<file path="config.mk">
export PLATFORM = sky130hd
export DESIGN_NAME = simmem_resp_bank_flat
export DESIGN_NICKNAME = d
export VERILOG_FILES = /design/src/rtl/simmem_resp_bank_if.sv /design/src/rtl/simmem_resp_bank.sv /design/src/flat_wrapper.sv
export SDC_FILE = /design/constraint.sdc
export NUM_CORES = 1
export LEC_CHECK = 0
export BUFFER_PORTS_ARGS = -buffer_cell sky130_fd_sc_hd__buf_2
export CAP_MARGIN = 20
export CORE_AREA = 2 2 340 342
export DETAILED_ROUTE_END_ITERATION = 7
export DIE_AREA = 0 0 342 344
export MAX_ROUTING_LAYER = met4
export SYNTH_ARGS = -nofsm -noshare
export SYNTH_HDL_FRONTEND = slang
export SYNTH_SLANG_ARGS = --single-unit
</file>
<file path="constraint.sdc">
create_clock -name clk_i -period 4.7 [get_ports clk_i]
set_clock_uncertainty 0.2 [all_clocks]
set_input_delay 0 -clock clk_i [delete_from_list [all_inputs] [get_ports clk_i]]
set_output_delay 0 -clock clk_i [all_outputs]
set_load 0.01 [all_outputs]
</file>
<file path="src/rtl/simmem_resp_bank_if.sv">
// Bus bundle for the response bank: the input handshake from the memory side,
// the release interface with the delay bank, and the registered output stage.
interface simmem_resp_bank_if #(
  parameter int TotalCapacity = 64,
  parameter int DataWidth     = 16
);
  localparam int AddrWidth = $clog2(TotalCapacity);

  logic [DataWidth-1:0]     data_i;
  logic                     in_valid_i;
  logic                     in_ready_o;
  logic [AddrWidth-1:0]     address_o;
  logic [TotalCapacity-1:0] release_en_i;
  logic [TotalCapacity-1:0] address_released_onehot_o;
  logic [DataWidth-1:0]     data_o;
  logic                     out_valid_o;
  logic                     out_ready_i;
  logic [AddrWidth:0]       occupancy_o;

  modport slave (
    input  data_i, in_valid_i, release_en_i, out_ready_i,
    output in_ready_o, address_o, address_released_onehot_o,
           data_o, out_valid_o, occupancy_o
  );

  modport master (
    output data_i, in_valid_i, release_en_i, out_ready_i,
    input  in_ready_o, address_o, address_released_onehot_o,
           data_o, out_valid_o, occupancy_o
  );
endinterface

</file>
<file path="src/rtl/simmem_resp_bank.sv">
// Response storage bank: responses land in the lowest free slot, wait there
// until the delay bank enables their release, then drain in lowest-index order
// through a single registered output stage.
module simmem_resp_bank #(
  parameter int TotalCapacity = 64,
  parameter int DataWidth     = 16
) (
  input  logic                 clk_i,
  input  logic                 rst_i,
  simmem_resp_bank_if.slave    bus
);
  localparam int AddrWidth = $clog2(TotalCapacity);

  logic [DataWidth-1:0]     r_mem [TotalCapacity];
  logic [TotalCapacity-1:0] r_valid;
  logic [DataWidth-1:0]     r_data;
  logic                     r_out_valid;
  logic [AddrWidth:0]       r_occ;

  logic [AddrWidth-1:0]     w_free_idx;
  logic                     w_has_free;
  logic [TotalCapacity-1:0] w_eligible;
  logic [AddrWidth-1:0]     w_sel_idx;
  logic                     w_load_en;
  logic                     w_in_fire;
  logic [TotalCapacity-1:0] w_released;

  // Lowest free slot, taken from registered valid bits only.
  always_comb begin
    w_free_idx = '0;
    for (int i = TotalCapacity - 1; i >= 0; i--) begin
      if (!r_valid[i]) w_free_idx = AddrWidth'(i);
    end
  end

  // Lowest eligible slot; release enables on empty slots are masked out.
  always_comb begin
    w_sel_idx = '0;
    for (int i = TotalCapacity - 1; i >= 0; i--) begin
      if (w_eligible[i]) w_sel_idx = AddrWidth'(i);
    end
  end

  assign w_has_free = ~&r_valid;
  assign w_eligible = r_valid & bus.release_en_i;
  assign w_load_en  = (!r_out_valid || bus.out_ready_i) && (|w_eligible);
  assign w_in_fire  = bus.in_valid_i && w_has_free;
  assign w_released = w_load_en ? (TotalCapacity'(1) << w_sel_idx) : '0;

  // Slot storage; contents are only meaningful under the valid bit.
  always_ff @(posedge clk_i) begin
    if (w_in_fire) r_mem[w_free_idx] <= bus.data_i;
  end

  // Slot valid bits: set on reserve, cleared on load (never the same slot).
  always_ff @(posedge clk_i) begin
    if (rst_i) begin
      r_valid <= '0;
    end else begin
      if (w_in_fire) r_valid[w_free_idx] <= 1'b1;
      if (w_load_en) r_valid[w_sel_idx]  <= 1'b0;
    end
  end

  // Output register: load on free/draining stage, else drop valid when taken.
  always_ff @(posedge clk_i) begin
    if (rst_i) begin
      r_data      <= '0;
      r_out_valid <= 1'b0;
    end else if (w_load_en) begin
      r_data      <= r_mem[w_sel_idx];
      r_out_valid <= 1'b1;
    end else if (bus.out_ready_i) begin
      r_out_valid <= 1'b0;
    end
  end

  // Occupancy counts stored slots only, not the output register.
  always_ff @(posedge clk_i) begin
    if (rst_i) begin
      r_occ <= '0;
    end else begin
      case ({w_in_fire, w_load_en})
        2'b10:   r_occ <= r_occ + (AddrWidth+1)'(1);
        2'b01:   r_occ <= r_occ - (AddrWidth+1)'(1);
        default: r_occ <= r_occ;
      endcase
    end
  end

  assign bus.in_ready_o                = w_has_free;
  assign bus.address_o                 = w_free_idx;
  assign bus.address_released_onehot_o = w_released;
  assign bus.data_o                    = r_data;
  assign bus.out_valid_o               = r_out_valid;
  assign bus.occupancy_o               = r_occ;

  a_rel_onehot: assert property (@(posedge clk_i) disable iff (rst_i)
    $onehot0(w_released));
  a_rel_valid: assert property (@(posedge clk_i) disable iff (rst_i)
    ((w_released & ~r_valid) == '0));
  a_hold_stable: assert property (@(posedge clk_i) disable iff (rst_i)
    (r_out_valid && !bus.out_ready_i) |=> $stable(r_data));
  a_no_overwrite: assert property (@(posedge clk_i) disable iff (rst_i)
    w_in_fire |-> !r_valid[w_free_idx]);
endmodule

</file>
<file path="src/flat_wrapper.sv">
// flat-port wrapper written by rule: the top's interface ports become plain ports
module simmem_resp_bank_flat 
#(
  parameter int TotalCapacity = 64,
  parameter int DataWidth     = 16
)
  (clk_i, rst_i, bus_data_i, bus_in_valid_i, bus_release_en_i, bus_out_ready_i, bus_in_ready_o, bus_address_o, bus_address_released_onehot_o, bus_data_o, bus_out_valid_o, bus_occupancy_o);
  simmem_resp_bank_if #(.TotalCapacity(TotalCapacity), .DataWidth(DataWidth)) bus_i ();
  input  logic clk_i;
  input  logic rst_i;
  input wire logic [$bits(bus_i.data_i)-1:0] bus_data_i;
  input wire logic [$bits(bus_i.in_valid_i)-1:0] bus_in_valid_i;
  input wire logic [$bits(bus_i.release_en_i)-1:0] bus_release_en_i;
  input wire logic [$bits(bus_i.out_ready_i)-1:0] bus_out_ready_i;
  output wire logic [$bits(bus_i.in_ready_o)-1:0] bus_in_ready_o;
  output wire logic [$bits(bus_i.address_o)-1:0] bus_address_o;
  output wire logic [$bits(bus_i.address_released_onehot_o)-1:0] bus_address_released_onehot_o;
  output wire logic [$bits(bus_i.data_o)-1:0] bus_data_o;
  output wire logic [$bits(bus_i.out_valid_o)-1:0] bus_out_valid_o;
  output wire logic [$bits(bus_i.occupancy_o)-1:0] bus_occupancy_o;
  assign bus_i.data_i = bus_data_i;
  assign bus_i.in_valid_i = bus_in_valid_i;
  assign bus_i.release_en_i = bus_release_en_i;
  assign bus_i.out_ready_i = bus_out_ready_i;
  assign bus_in_ready_o = bus_i.in_ready_o;
  assign bus_address_o = bus_i.address_o;
  assign bus_address_released_onehot_o = bus_i.address_released_onehot_o;
  assign bus_data_o = bus_i.data_o;
  assign bus_out_valid_o = bus_i.out_valid_o;
  assign bus_occupancy_o = bus_i.occupancy_o;
  simmem_resp_bank #(.TotalCapacity(TotalCapacity), .DataWidth(DataWidth)) u_core (.clk_i(clk_i), .rst_i(rst_i), .bus(bus_i));
endmodule
</file>
==> results of run 1 <==
==> metal layers <==
metal / track usage [%] / vias up / part of all wire, %
li1: - / 13900 / -
met1: 40.3 / 17100 / 38
met2: 46.1 / 2417 / 45
met3: 7.09 / 467 / 12
met4: 14.3 / 0 / 5.2
met5: - / - / 0
==> stage by stage <==
step / instances / cell area, um2
after global placement: 5113 / 50700
final: 5363 / 54700
after detailed placement: 5115 / 50700
after CTS: 5349 / 54500
after global routing: 5362 / 54700
after floorplan: 3228 / 45200
==> power by group through the flow <==
stage / Clock, mW / Sequential [mW] / Combinational [mW]
2_1_floorplan: 0 / 11.1 / 0.321
3_3_place_gp: 0 / 11.1 / 0.921
3_5_place_dp: 0 / 11.1 / 0.928
4_1_cts: 8.80 / 10.9 / 0.947
5_1_grt: 9.16 / 10.9 / 1.01
6_report: 8.73 / 10.9 / 0.968
==> flip-flops by register name, indices dropped and copies added, names as in the netlist <==
| name | count |
|---|---|
| u_core.bus.occupancy_o | 7 |
| u_core.r_valid | 64 |
| u_core.bus.out_valid_o | 1 |
| u_core.bus.data_o | 16 |
| u_core.r_mem | 1024 |
==> cell type report <==
type,count,area (um2),share of cell area [%]
sequential,1112,32500,59.5
antenna,5,12.5,0.0229
inverter,26,97.6,0.179
multi-input combinational,1902,11900,21.8
timing repair buffer,594,4680,8.57
clock buffer,146,3040,5.55
clock inverter,66,512,0.936
tap,1512,1890,3.46
==> cells in the mapped netlist, types with 15 or more instances <==
cell	n	area share, %
mux2i_1	56	1.2
nor3_1	104	1.2
a22o_1	35	0.68
or3_1	15	0.21
clkbuf_1	75	0.62
a32oi_1	20	0.39
nor2_1	201	1.7
edfxtp_1	1024	68
o21ai_0	75	0.83
buf_2	71	0.79
dfxtp_1	88	3.9
nand3_1	92	1.0
inv_1	26	0.22
a22oi_1	118	2.0
a21oi_1	241	2.7
buf_4	21	0.35
o211ai_1	47	0.78
a221oi_1	89	1.7
nand2_1	353	2.9
and2_1	15	0.21
nand4_1	32	0.44
a211oi_1	31	0.52
mux2_2	38	0.95
and3_1	38	0.53
a311oi_1	15	0.29
a31oi_1	42	0.58
==> cell usage in the layout (no fill, tap or decap), types with 48 or more instances in the layout <==
cell type  count
mux2i_1       56
dfxtp_1       88
nand3_1       92
o21ai_0       73
buf_4        346
buf_12        48
buf_2        176
a22oi_1      118
a21oi_1      240
nor2_1       183
nand2_1      351
nor3_1        84
clkbuf_16    116
edfxtp_1    1024
a221oi_1      88
==> path summary, 6_finish.rpt <==
check	startpoint	end	slack, ns	depth (start not counted)
setup / recovery	u_core.r_valid[8]$_SDFF_PP0_	bus_address_released_onehot_o[57]	-0.04	10
hold reg to reg	u_core.bus.occupancy_o[6]$_SDFFE_PP0P_	u_core.bus.occupancy_o[6]$_SDFFE_PP0P_	0.29	2
setup reg to reg	u_core.r_valid[8]$_SDFF_PP0_	u_core.bus.data_o[0]$_SDFFE_PP0P_	0.05	14
hold / removal	bus_data_i[10]	u_core.r_mem[28][10]$_DFFE_PP_	0.04	2
==> what timing repair did <==
item	CTS	global route
endpoints found under the setup margin	46	55
resized for setup	5	9
cloned	0	0
buffers inserted	2	8
hold buffers	20	0
hold endpoints to repair	1046	0
pin swaps	1	3
==> worst reg2reg max path: cells and delay by family (launching register included) <==
| family | cells | cell delay, ns |
|---|---|---|
| buffers and inverters | 4 | 0.83 |
| AND/OR/NAND/NOR | 2 | 0.43 |
| flip-flops | 1 | 0.31 |
| AO/OA/AOI/OAI | 8 | 2.76 |
==> logic make-up (layout without fill, tap and decap cells) <==
family	Yosys count	in the layout	share of synthesized area [%]
AO/OA/AOI/OAI	882	882	13.9
XOR/XNOR	5	5	0.0969
adder cells (fa/ha/maj)	7	7	0.210
buffers and inverters	214	832	2.28
flip-flops	1112	1112	72.0
multiplexers	95	95	2.24
other	0	5	0
AND/OR/NAND/NOR	913	913	9.35
==> run metrics, run 1 <==
Final setup viols=3; Hold/Removal Path Class=in -> reg; initial cell density of the core=between 30 and 40%; P_sw=4.63 mW; Rel. slew slack=about a quarter; status=finished with violations; Syn Area/Cell=roughly 14 um2; Internal=roughly 16 mW; leak pwr=roughly 19 nW; GRT Total Usage=slightly above 30%; Worst EP arrival=about 4.5 ns; CTS Buf Count=114; Clk pwr share=42.4%; DRT iter0 DRCs=slightly below 5k; largest net degree at the start of global routing=65; I/O Pins=approximately 180; clock slew at reported path FFs=roughly 0.060 ns; final slew viol count=0; Achievable Freq=211 MHz; DR WL/cell=around 34 um; setup TNS=-0.0644 ns; Crit. End Element=primary output; period utilisation layout=101%; CP Launch Type=flip-flop; clk root buf=clkbuf_16; Post-synth EDFFs=around 1.0k; max cap viols=0; post-route antenna net violation count=0; vias in the first global route=roughly 32k; CTS tree=built; synthesis-stage register bit count=roughly 1.1k; worst-case vdd ir drop=0.343 mV; placer congestion estimate=between 0.9 and 1; Comb pwr share=under 10%; die area=118000 um2; worst slack, placed=-0.311 ns; final core utilization=48.0%; Pwr Density=between 300 and 400 nW/um2; HPWL Detailed=roughly 120 mm; Die Height=approximately 340 um; final hold slack=around 0.044 ns; Total Wirelength=between 150 and 200 mm; row cnt=approximately 120; TritonRoute pass-1 iters=7; highest-delay cell along the critical path=nand2_1; nets@finish=around 3.8k; initial antenna violation count=7; layout cells sized above 1=22.6%; crit-path max FO=8; DR vias/cell=approximately 6.3; clock sink count=~1.1k; Clock Path Buffers=3; detailed-route via count=roughly 34k; CP Class=reg -> out; buffers added on ports=around 180; Synthesis Warnings=0; crit-path most repeated cell=buf_4; library cells used by synthesis=between 90 and 100; final hold viol count=0; delay-heaviest family, CP=compound AO/OA/AOI/OAI gates; crit path time final=between 4 and 5 ns; worst skew pair latency=~0.73 ns; Cell Chain, Critical Path=buf_4, a222oi_1, o21ai_0, a22oi_1, nand4_1, buf_4, o22ai_4, nand2_1, nor2_1, buf_2; Bufs and invs on worst path=3; GRT Residual Overflow=0; htree depth=3; total power=roughly 21 mW; DRC=0; Sw Share=22.5%; CP max stage delay=0.59 ns; Syn Inst Count=roughly 3.2k; RSZ-0062 raised after global routing=no; first-pass GRT wire length=248 mm; Reg power frac=52.9%; sequential cell area fraction in the yosys report=between 70% and 80%; Synth Net Count=3319; worst slew pin tran=1.14 ns; worst endpoint required time=4.50 ns; ys flop type=edfxtp_1; Synth async-reset ratio=0%; final worst slack=-0.0417 ns; total core area=approximately 110000 um2; failing checks=setup timing; mapped cell area=45200 um2; width of the die=roughly 340 um; fillers=~10k; area delta synth->final=21.0%
Power figures use the tool's default switching activity.
==> run 2: changes to the inputs <==
--- a/config.mk
+++ b/config.mk
@@ -10,6 +10,7 @@
 export CORE_AREA = 2 2 340 342
 export DETAILED_ROUTE_END_ITERATION = 7
 export DIE_AREA = 0 0 342 344
+export HOLD_SLACK_MARGIN = 0.03
 export MAX_ROUTING_LAYER = met4
 export SYNTH_ARGS = -nofsm -noshare
 export SYNTH_HDL_FRONTEND = slang
==> constraint.sdc (replaced) <==
create_clock -name clk_i -period 4.7 [get_ports clk_i]
set_clock_uncertainty 0.2 [all_clocks]
set_input_delay 0 -clock clk_i [delete_from_list [all_inputs] [get_ports clk_i]]
set_output_delay 0 -clock clk_i [all_outputs]
set_load 0.05 [all_outputs]
==> run metrics, run 2 (synthesis results as in run 1) <==
final slew viol count=0; final hold viol count=0; Pwr Density=~380 nW/um2; worst-case vdd ir drop=approximately 0.34 mV; clk root buf=clkbuf_16; Clk pwr share=42.3%; buffers added on ports=approximately 180; post-route antenna net violation count=0; area delta synth->final=21.7%; crit path time final=4.77 ns; fillers=a little over 10k; row cnt=~120; htree depth=3; detailed-route via count=approximately 34k; DP Cell Count=5142; Rel. slew slack=approximately 16%; clock sink count=between 1k and 1.5k; vias in the first global route=between 30k and 40k; Reg with most FFs=u_core.r_mem; Comb pwr share=around 5.2%; Achievable Freq=210 MHz; clock slew at reported path FFs=0.06 ns; initial antenna violation count=7; crit-path max FO=18; max reg flops=between 1k and 1.5k; layout cells sized above 1=about a quarter; final instance area=around 55000 um2; initial cell density of the core=between 30 and 40%; global-route met3 utilization=between 6 and 7%; HPWL Detailed=between 100 and 150 mm; nets@finish=a little under 4k; worst slew pin tran=1.25 ns; leak pwr=18.7 nW; RSZ-0062 raised after global routing=yes; Crit. End Element=primary output; CP max stage delay=~0.58 ns; CP Class=reg -> out; Final setup viols=7; delay-heaviest family, CP=buffers and inverters; met2 GRT Util=between 40% and 50%; Sw Share=between 20 and 25%; final worst slack=-0.0696 ns; Worst EP arrival=approximately 4.6 ns; max cap viols=0; most common cell after layout, fill and taps aside=edfxtp_1; period utilisation layout=101%; Clock Path Buffers=3; Hold/Removal Path Class=in -> reg; GRT Residual Overflow=0; DR WL/cell=around 34 um; placer congestion estimate=~0.98; total core area=roughly 110000 um2; placed inst area=a little over 50000 um2; largest net degree at the start of global routing=65; Total Wirelength=around 180 mm; final core utilization=between 40% and 50%; Internal=around 16 mW; highest-delay cell along the critical path=a2111oi_2; die area=between 100000 and 150000 um2; DRT iter0 DRCs=between 5k and 6k; DR vias/cell=6.35; Bufs and invs on worst path=5; layer with the highest usage=met2; worst skew pair latency=0.75 ns; I/O Pins=between 150 and 200; Reg power frac=around 53%; worst endpoint required time=between 4 and 5 ns; most frequent cells in the layout=edfxtp_1, buf_4, nand2_1, a21oi_1, buf_2; TritonRoute pass-1 iters=7; GRT Total Usage=31.1%; Post-Layout Cell Count=roughly 5.4k; CTS tree=built; grt met1 use=40.8%; CP Launch Type=flip-flop; P_sw=about 4.7 mW; total power=20.7 mW; worst slack, placed=-0.382 ns; DRC=0; Die Height=~340 um; Cell Chain, Critical Path=a22o_1, a31oi_1, o2111ai_1, a2111oi_2, buf_4, o21ai_1, buf_4, nand2_4, buf_6, buf_6, nand2_2, nor2_1, buf_2; status=finished with violations; failing checks=setup timing; width of the die=342 um; CTS Buf Count=about 110; first-pass GRT wire length=approximately 250 mm
## run 2: cell count changes in the layout (fill, tap and decap cells not counted), sizes merged
cell and change:
inv -2, clkinvlp +4, clkbuf +6, clkinv -9, nor2 +1, dlygate4sd3 +3, bufinv -1, buf +23
or3 +1
## run 2: worst register-to-register path: stages (launching register included)
cell      delay (ns)
dfxtp_1         0.36
a22o_1          0.32
a21boi_0        0.27
o211ai_1        0.23
a21o_1          0.37
nor2_4          0.60
nand2_4         0.20
nor2_4          0.70
buf_4           0.37
a221oi_1        0.12
a311oi_1        0.50
a31oi_2         0.16
a311oi_1        0.29
## run 2: layer usage
metal	up-vias	part of all wire, %	wire [um]
li1	13900	-	-
met1	17300	38	69400
met2	2517	44	80600
met3	507	12	22000
met4	0	5.7	10400
met5	-	0	0
## run 2: path summary, 6_finish.rpt
check / start / to / slack (ns) / depth (start not counted)
worst max-delay path: u_core.r_valid[61]$_SDFF_PP0_ / bus_address_released_onehot_o[6] / -0.07 / 13
worst min-delay path: bus_in_valid_i / u_core.r_valid[4]$_SDFF_PP0_ / 0.12 / 4
worst max register to register: u_core.r_valid[28]$_SDFF_PP0_ / u_core.bus.data_o[0]$_SDFFE_PP0P_ / -0.05 / 12
worst min register to register: u_core.bus.occupancy_o[6]$_SDFFE_PP0P_ / u_core.bus.occupancy_o[6]$_SDFFE_PP0P_ / 0.29 / 2
## run 2: power groups by stage
| stage | sequential (mW) | combinational, mW | clock, mW |
|---|---|---|---|
| global placement | 11.1 | 1.01 | 0 |
| global route | 10.9 | 1.10 | 9.16 |
| detailed placement | 11.1 | 1.01 | 0 |
| finish | 10.9 | 1.07 | 8.76 |
| floorplan | 11.2 | 0.328 | 0 |
| CTS | 10.9 | 1.03 | 8.79 |
## run 2: timing repair
item                                    4_1_cts  5_1_grt
hold buffers                                 23        0
gates resized for setup                      15       42
buffers inserted                              0        6
endpoints found under the hold margin      1041        0
endpoints found under the setup margin       75       72
pin swaps                                     1        4
gates cloned                                  1        2
## run 2: area by class of cell
| class | count | area, um2 | share of cell area (%) |
|---|---|---|---|
| clock inverter | 58 | 488 | 0.888 |
| antenna | 5 | 12.5 | 0.0228 |
| clock buffer | 151 | 3090 | 5.62 |
| tap | 1512 | 1890 | 3.44 |
| timing repair buffer | 621 | 4820 | 8.77 |
| inverter | 26 | 97.6 | 0.178 |
| sequential | 1112 | 32500 | 59.1 |
| multi-input combinational | 1904 | 12100 | 21.9 |
## run 2: stage by stage
stage / setup TNS, ns / hold WS [ns]
floorplan: 0 / -0.101
global placement: -2.54 / 0.165
detailed placement: -1.45 / 0.176
CTS: -0.115 / 0.0952
global route: -0.677 / 0.150
finish: -0.253 / 0.123
